[src/rtl/cpu_guess_generator.sv]
// cpu_guess_generator: picks the computer player's next unshot cell on each
// go request and presents it as a one-hot guess with a 1-cycle sel strobe.
//
// Ports:
//   clk, rst       clock, asynchronous active-high reset
//   phase          1 = game mode; dropping it aborts and starts a new game
//   go             request one guess (sampled only while idle)
//   pships         player ship map (target mode only)
//   c_curr_guess   one-hot guess, nonzero only while sel = 1
//   sel            1-cycle strobe marking c_curr_guess valid
//   busy           searching or issuing
//   exhausted      every cell has been shot this game
//   last_idx       index of the most recently issued guess
//
// Optional feature: define TARGET_MODE_EN to queue the on-board neighbours
// of a hit cell and shoot them (lowest index first) before random search.
module cpu_guess_generator #(
    parameter int unsigned ROWS      = 4,
    parameter int unsigned COLS      = 7,
    parameter logic [4:0]  LFSR_SEED = 5'b00001
) (
    input  logic                 clk,
    input  logic                 rst,
    input  logic                 phase,
    input  logic                 go,
    input  logic [ROWS*COLS-1:0] pships,
    output logic [ROWS*COLS-1:0] c_curr_guess,
    output logic                 sel,
    output logic                 busy,
    output logic                 exhausted,
    output logic [4:0]           last_idx
);

    localparam int unsigned CELLS = ROWS * COLS;

    typedef enum logic [1:0] {
        IDLE,
        SEARCH,
        ISSUE
    } state_t;

    state_t           state_q, state_d;
    logic [4:0]       lfsr_q, lfsr_d;
    logic [4:0]       idx_q, idx_d;
    logic [4:0]       last_q, last_d;
    logic [CELLS-1:0] guessed_q, guessed_d;

    logic [4:0]       lfsr_nxt;
    logic [4:0]       cand;
    logic             cand_ok;
    logic [31:0]      guessed32;
    logic [CELLS-1:0] issue_oh;
    logic             use_pend;
    logic [4:0]       pend_idx;

    assign lfsr_nxt  = {lfsr_q[3:0], lfsr_q[4] ^ lfsr_q[2]};
    // LFSR never reaches 0, so lfsr-1 spans 0..30 and covers every cell
    assign cand      = lfsr_q - 5'd1;
    assign guessed32 = 32'(guessed_q);
    assign cand_ok   = (cand < 5'(CELLS)) && !guessed32[cand];
    assign issue_oh  = CELLS'(1) << idx_q;

    // Gating with phase keeps an ISSUE cycle from strobing once the game ends
    assign sel          = (state_q == ISSUE) && phase;
    assign c_curr_guess = sel ? issue_oh : '0;
    assign busy         = (state_q != IDLE);
    assign exhausted    = &guessed_q;
    assign last_idx     = last_q;

`ifdef TARGET_MODE_EN
    logic [CELLS-1:0] pending_q, pending_d;
    logic [CELLS-1:0] open_pend;
    logic [CELLS-1:0] nbr;
    logic [31:0]      pships32;
    int unsigned      col;

    assign pships32  = 32'(pships);
    assign open_pend = pending_q & ~guessed_q;
    assign use_pend  = |open_pend;

    always_comb begin
        pend_idx = '0;
        for (int i = CELLS - 1; i >= 0; i--) begin
            if (open_pend[i]) pend_idx = 5'(i);
        end
    end

    always_comb begin
        col = 32'(idx_q) % COLS;
        nbr = '0;
        if (pships32[idx_q]) begin
            if (32'(idx_q) >= COLS)         nbr = nbr | (issue_oh >> COLS);
            if (32'(idx_q) + COLS < CELLS)  nbr = nbr | (issue_oh << COLS);
            if (col != 0)                   nbr = nbr | (issue_oh >> 1);
            if (col != COLS - 1)            nbr = nbr | (issue_oh << 1);
        end
        pending_d = pending_q;
        if (sel) pending_d = (pending_q & ~issue_oh) | nbr;
        if (!phase) pending_d = '0;
    end

    always_ff @(posedge clk or posedge rst) begin
        if (rst) pending_q <= '0;
        else     pending_q <= pending_d;
    end
`else
    logic unused_pships;

    assign unused_pships = ^pships;
    assign use_pend      = 1'b0;
    assign pend_idx      = '0;
`endif

    always_comb begin
        state_d   = state_q;
        lfsr_d    = lfsr_q;
        idx_d     = idx_q;
        last_d    = last_q;
        guessed_d = guessed_q;
        unique case (state_q)
            IDLE: begin
                if (go && phase && !exhausted) state_d = SEARCH;
            end
            SEARCH: begin
                if (use_pend) begin
                    // queued neighbour: taken at once, LFSR held
                    idx_d   = pend_idx;
                    state_d = ISSUE;
                end else begin
                    lfsr_d = lfsr_nxt;
                    if (cand_ok) begin
                        idx_d   = cand;
                        state_d = ISSUE;
                    end
                end
            end
            ISSUE: begin
                state_d = IDLE;
                if (sel) begin
                    guessed_d = guessed_q | issue_oh;
                    last_d    = idx_q;
                end
            end
            default: state_d = IDLE;
        endcase
        // Nothing can mark a cell while phase is low, so clearing here
        // is equivalent to clearing on the falling edge.
        if (!phase) begin
            state_d   = IDLE;
            guessed_d = '0;
        end
    end

    always_ff @(posedge clk or posedge rst) begin
        if (rst) begin
            state_q   <= IDLE;
            lfsr_q    <= LFSR_SEED;
            idx_q     <= '0;
            last_q    <= '0;
            guessed_q <= '0;
        end else begin
            state_q   <= state_d;
            lfsr_q    <= lfsr_d;
            idx_q     <= idx_d;
            last_q    <= last_d;
            guessed_q <= guessed_d;
        end
    end

endmodule

[config.mk]
export PLATFORM = sky130hd
export DESIGN_NAME = cpu_guess_generator
export DESIGN_NICKNAME = d
export VERILOG_FILES = /design/src/rtl/cpu_guess_generator.sv
export SDC_FILE = /design/constraint.sdc
export NUM_CORES = 1
export LEC_CHECK = 0
export ABC_AREA = 1
export CORE_ASPECT_RATIO = 1.75
export CORE_MARGIN = 2
export CORE_UTILIZATION = 40
export DETAILED_ROUTE_END_ITERATION = 16
export PLACE_DENSITY = 0.79
export SKIP_CTS_REPAIR_TIMING = 1
export SYNTH_ARGS = -nofsm -noshare
export SYNTH_HDL_FRONTEND = slang
export SYNTH_SLANG_ARGS = --single-unit
[constraint.sdc]
create_clock -name clk -period 6.05 [get_ports clk]
set_clock_uncertainty 0.15 [all_clocks]
set_input_delay 1.21 -clock clk [delete_from_list [all_inputs] [get_ports clk]]
set_output_delay 1.21 -clock clk [all_outputs]
set_load 0.05 [all_outputs]
==> results of run 1 <==
[final cells by class]
cell class | count | share of cell area
multi-input combinational | 216 | 0.353
timing repair buffer | 41 | 0.138
inverter | 50 | 0.0638
clock buffer | 7 | 0.0293
tap | 78 | 0.0332
sequential | 45 | 0.383
[stage by stage]
step / setup slack, ps / std cells
after floorplan: 1780 / 324
after global placement: 976 / 430
after detailed placement: 954 / 430
after CTS: 944 / 437
after global routing: 759 / 437
final: 948 / 437
[sequential cells by signal (all words and copies together), names as in the netlist]
name and flops:
lfsr_q 5, guessed_q 28, idx_q 5, last_idx 5, state_q 2
[worst min-delay path, stage by stage, from the launching register on]
cell     delay, ps
dfrtp_1        350
nand2_1         50
o21ai_0         60
[metal layers]
layer  global-route usage  wire length (um)  up-vias
met4                0.125               295        0
met3               0.0304               453       22
met2                0.340              3260      107
met5                    0                 0        -
li1                     -                 -     1113
met1                0.226              2390     1071
[placed cells by master (no fill, tap or decap), drive strengths merged, types with 7 or more instances in the layout]
cell type      count
nand3             28
nor3              13
dfrtp             44
inv               48
nand4             10
clkdlybuf4s50     39
o21ai             15
o22ai             22
nor2              39
nand2             82
clkbuf             7
[how the worst max path moves through the flow]
stage,start,depth (start not counted),to
final,phase,8,c_curr_guess[11]
after global routing,phase,8,c_curr_guess[3]
after CTS,phase,8,c_curr_guess[11]
after detailed placement,phase,8,c_curr_guess[11]
after global placement,phase,8,c_curr_guess[4]
after floorplan,phase,7,c_curr_guess[27]
[power by group through the flow]
| stage | clock network (mW) | registers (mW) | logic, mW |
|---|---|---|---|
| CTS | 0.190 | 0.306 | 0.0417 |
| finish | 0.187 | 0.306 | 0.0409 |
| floorplan | 0 | 0.317 | 0.0218 |
| detailed placement | 0 | 0.312 | 0.0416 |
| global route | 0.203 | 0.306 | 0.0453 |
| global placement | 0 | 0.311 | 0.0412 |
[kinds of logic after synthesis]
logic type,Yosys count,synth area share
and+or+nand+nor,172,0.312
buffers and inverters,63,0.110
DFF,45,0.463
AOI/OAI and AO/OA,39,0.0926
xor gates and xnor gates,4,0.0175
adders and majority gates,1,0.00514
==> results.cfg, run 1 <==
[finish]
seq_area_um2 = 1130
drive_above_1_share = 0.0585
area_growth_pct = 21.0
fin_area_um2 = 2940
final_nets = 392
nFillCells = 561
finalCoreUtilization = 0.501
antennaDiodeCount = 0
multiInputGateArea_um2 = 1040

[worst_setup_path]
timing.rr.start = lfsr_q[0]
ff2ff_path_depth = 11
crit_path_max_incr_delay_ps = 830
crit_slowest_cell = clkdlybuf4s50_1
cp-start-kind = input pin
cp_max_fo = 26
path_buf_inv = 5
arrival_ps = 3740
reg2reg_slack_ps = 3210
worstSetupEndpointType = primary output
path_class = in2out
cp_cell_sequence = clkdlybuf4s50_1, inv_2, nor3_4, inv_2, nor2_2, inv_1, nor2_1, clkdlybuf4s50_1
crit_required_ps = 4690
reg2reg_to = idx_q[0]
crit_family = buffers and inverters

[clock_tree]
cts.path.max_buffers = 2
cts_root_buf = clkbuf_8
cts_inserted_buffers = 5
clkLatencyLatePin_ps = 300
htreeDepth = 2
cts_tree = built
clk_pin_slew_ps = 80
cts_sinks = 45

[sta]
worstMarginPinSlew_ps = 716
setup_viol = 0
setup_tns_ps = 0
final_hold_viol_count = 0
fin_crit_sh = 0.843
hold_ws_ps = 346
clock.fmax_mhz = 196
final-max-slew-violation-count = 0
min_period_ps = 5100
slew_headroom = 0.521
grt_setup_unrepaired = no

[pwr]
switchingPower_mw = 0.129
clockPowerShare = 0.350
p_leak_nw = 1.24
seqPwrFrac = 0.573
p_comb_frac = 0.077
power_density_nw_per_um2 = 181
switching_share = 0.241
ir_drop_mv = 0.195
intPower_mw = 0.404
p_total_mw = 0.533

[routing]
post_drt_wl_per_cell_um = 14.6
dr_total_vias = 2313
firstDrtPassIters = 5
ant_nets = 0
remaining_drc_errors = 0
first_iter_violations = 133
via_per_inst = 5.29
wl_mm = 6.39

[logic_synthesis]
yosysTopAreaCell = dfrtp_1
ys_ff_latch = 45
syn_nets = 357
synth-seq-area-share = 0.463
synthArstFlopShare = 1.00
avgSynthCellArea_um2 = 7.51
synth_flop_cell = dfrtp_1
synth_warnings = 0
synth_edf_count = 0
synthCells = 324
synth.most_common_cell = nand2_1
synthTopCellsByCount = 80 x nand2_1, 45 x inv_1, 44 x dfrtp_1
yosys-top-cells-area = dfrtp_1 45%, nand2_1 12%, inv_1 6.9%, nor2_1 5.7%, o22ai_1 5.7%
syn_area_um2 = 2430
yosysTopAreaCellShare = 0.453
synth_cell_type_count = 30

[min_path]
min_from = last_idx[2]
hold_depth = 2
hold_path_class = reg2reg
whs_endpoint = last_idx[2]

[floorplanning]
core_um2 = 5880
fp.dieH_um = 107
placementRows = 37
start_util = 0.414
die-area_um2 = 6740
die_w_um = 62.9
io_pins = 68

[placed_design]
hpwl_mm = 4.60
placed_cell_area_um2 = 2860
gp_routability_congestion = 0.908
port_buffers = 39

[global_route]
grt_pass1_vias = 2189
grt_overflow = 0
grt_max_degree = 46
track_usage = 0.198
grt_antenna_before_repair = 0
grt_pass1_wl_mm = 10.4

[run_status]
status = complete, no violations

[job]
cap_violations = 0
(Power assumes the default switching activity.)
==> inputs of run 2 (changes only) <==
==> constraint.sdc (replaced) <==
create_clock -name clk -period 4.7 [get_ports clk]
set_clock_uncertainty 0.15 [all_clocks]
set_input_delay 0.94 -clock clk [delete_from_list [all_inputs] [get_ports clk]]
set_output_delay 0.94 -clock clk [all_outputs]
set_load 0.05 [all_outputs]
==> run 2 against run 1 <==
Cell count increased by 0.46%; global-route usage increased by 1.0 points; combinational power increased by 33%.
==> results.cfg, run 2 (synthesis gave the netlist of run 1 again) <==
[sta]
slew_headroom = 0.506
fin_crit_sh = 0.826
hold_ws_ps = 339
clock.fmax_mhz = 258
min_period_ps = 3880
setup_tns_ps = 0
worstMarginPinSlew_ps = 739
setup_viol = 0
grt_setup_unrepaired = no
final-max-slew-violation-count = 0
setup_ws_ps = 818
final_hold_viol_count = 0

[worst_setup_path]
path_buf_inv = 5
crit_required_ps = 3610
reg2reg_slack_ps = 1860
ff2ff_path_depth = 11
cp_cell_sequence = clkdlybuf4s50_1, inv_2, nor3_4, inv_2, nor2_2, inv_1, nor2_1, buf_12
reg2reg_to = idx_q[3]
crit_slowest_cell = clkdlybuf4s50_1
crit_top_cell = inv_2
cp_max_fo = 20
cp-start-kind = input pin
path_class = in2out
worstSetupEndpointType = primary output
crit_path_max_incr_delay_ps = 550
arrival_ps = 2790
crit_family = buffers and inverters
timing.rr.start = lfsr_q[0]

[floorplanning]
core_um2 = 5880
fp.dieH_um = 107
die_w_um = 62.9
placementRows = 37
start_util = 0.414
io_pins = 68
die-area_um2 = 6740

[placed_design]
place_ws_ps = 783
gp_routability_congestion = 0.917
hpwl_mm = 4.75
port_buffers = 39

[routing]
remaining_drc_errors = 0
firstDrtPassIters = 4
ant_nets = 0
via_per_inst = 5.32
first_iter_violations = 111
post_drt_wl_per_cell_um = 14.8
wl_mm = 6.48
dr_total_vias = 2334

[job]
cap_violations = 0

[min_path]
min_from = lfsr_q[1]
hold_path_class = reg2reg
hold_depth = 2
whs_endpoint = lfsr_q[2]

[clock_tree]
cts_sinks = 45
htreeDepth = 2
clk_pin_slew_ps = 80
clkLatencyLatePin_ps = 300
cts_tree = built
cts_inserted_buffers = 5
cts_root_buf = clkbuf_8
cts.path.max_buffers = 2

[run_status]
status = complete, no violations

[finish]
drive_above_1_share = 0.141
final_common_cell = nand2_1
layout_common_cells = 80 x nand2_1, 44 x inv_1, 44 x dfrtp_1, 37 x nor2_1, 27 x nand3_1
nFillCells = 551
antennaDiodeCount = 0
top_register = guessed_q
finalCoreUtilization = 0.516
largest_reg_flops = 28
area_growth_pct = 24.8
final_nets = 393

[global_route]
grt_max_degree = 46
grt_pass1_wl_mm = 10.9
track_usage = 0.208
grt_overflow = 0
grt_antenna_before_repair = 0
grt_pass1_vias = 2277

[pwr]
power_density_nw_per_um2 = 248
p_leak_nw = 1.35
ir_drop_mv = 0.206
p_total_mw = 0.752
[run 2: changes by cell type in the layout (fill, tap and decap cells not counted)]
| cell | previous run | this run |
|---|---|---|
| clkdlybuf4s50_1 | 39 | 11 |
| buf_4 | 2 | 21 |
| bufinv_16 | 0 | 1 |
| buf_12 | 0 | 10 |
[run 2: metal layers]
metal	GRT usage	routed length, um	share of wire
met5	0	0	0
met4	0.152	378	0.058
met3	0.0294	467	0.072
met2	0.346	3260	0.50
met1	0.242	2380	0.37
[run 2: per-stage QoR]
stage | cells | area, um^2
floorplan | 324 | 2430
global placement | 431 | 2920
detailed placement | 431 | 2920
CTS | 439 | 3040
global route | 439 | 3040
finish | 439 | 3040
[run 2: how the worst max path moves through the flow]
| stage | startpoint | to | depth (start not counted) | slack, ps |
|---|---|---|---|---|
| final | phase | c_curr_guess[11] | 8 | 820 |
| after global routing | phase | c_curr_guess[11] | 8 | 670 |
| after detailed placement | phase | c_curr_guess[11] | 8 | 780 |
| after floorplan | phase | c_curr_guess[27] | 7 | 970 |
| after global placement | phase | c_curr_guess[4] | 8 | 830 |
| after CTS | phase | c_curr_guess[11] | 8 | 760 |
[run 2: area by class of cell]
| class | count | area (um^2) | area share |
|---|---|---|---|
| Sequential cell | 45 | 1130 | 0.371 |
| Multi-Input combinational cell | 216 | 1040 | 0.342 |
| Inverter | 50 | 188 | 0.0618 |
| Timing Repair Buffer | 42 | 468 | 0.154 |
| Clock buffer | 7 | 86.3 | 0.0284 |
| Tap cell | 78 | 97.6 | 0.0322 |
| Clock inverter | 1 | 30.0 | 0.00989 |
[run 2: worst min-delay path, stage by stage (launching register included)]
cell and delay [ps]:
dfrtp_1 350, nand2_1 50, o21ai_0 60
[run 2: report_power, final]
part	switching (mW)	internal, mW
sequential	0.00263	0.391
clock	0.131	0.173
combinational	0.0403	0.0139
total	0.174	0.578
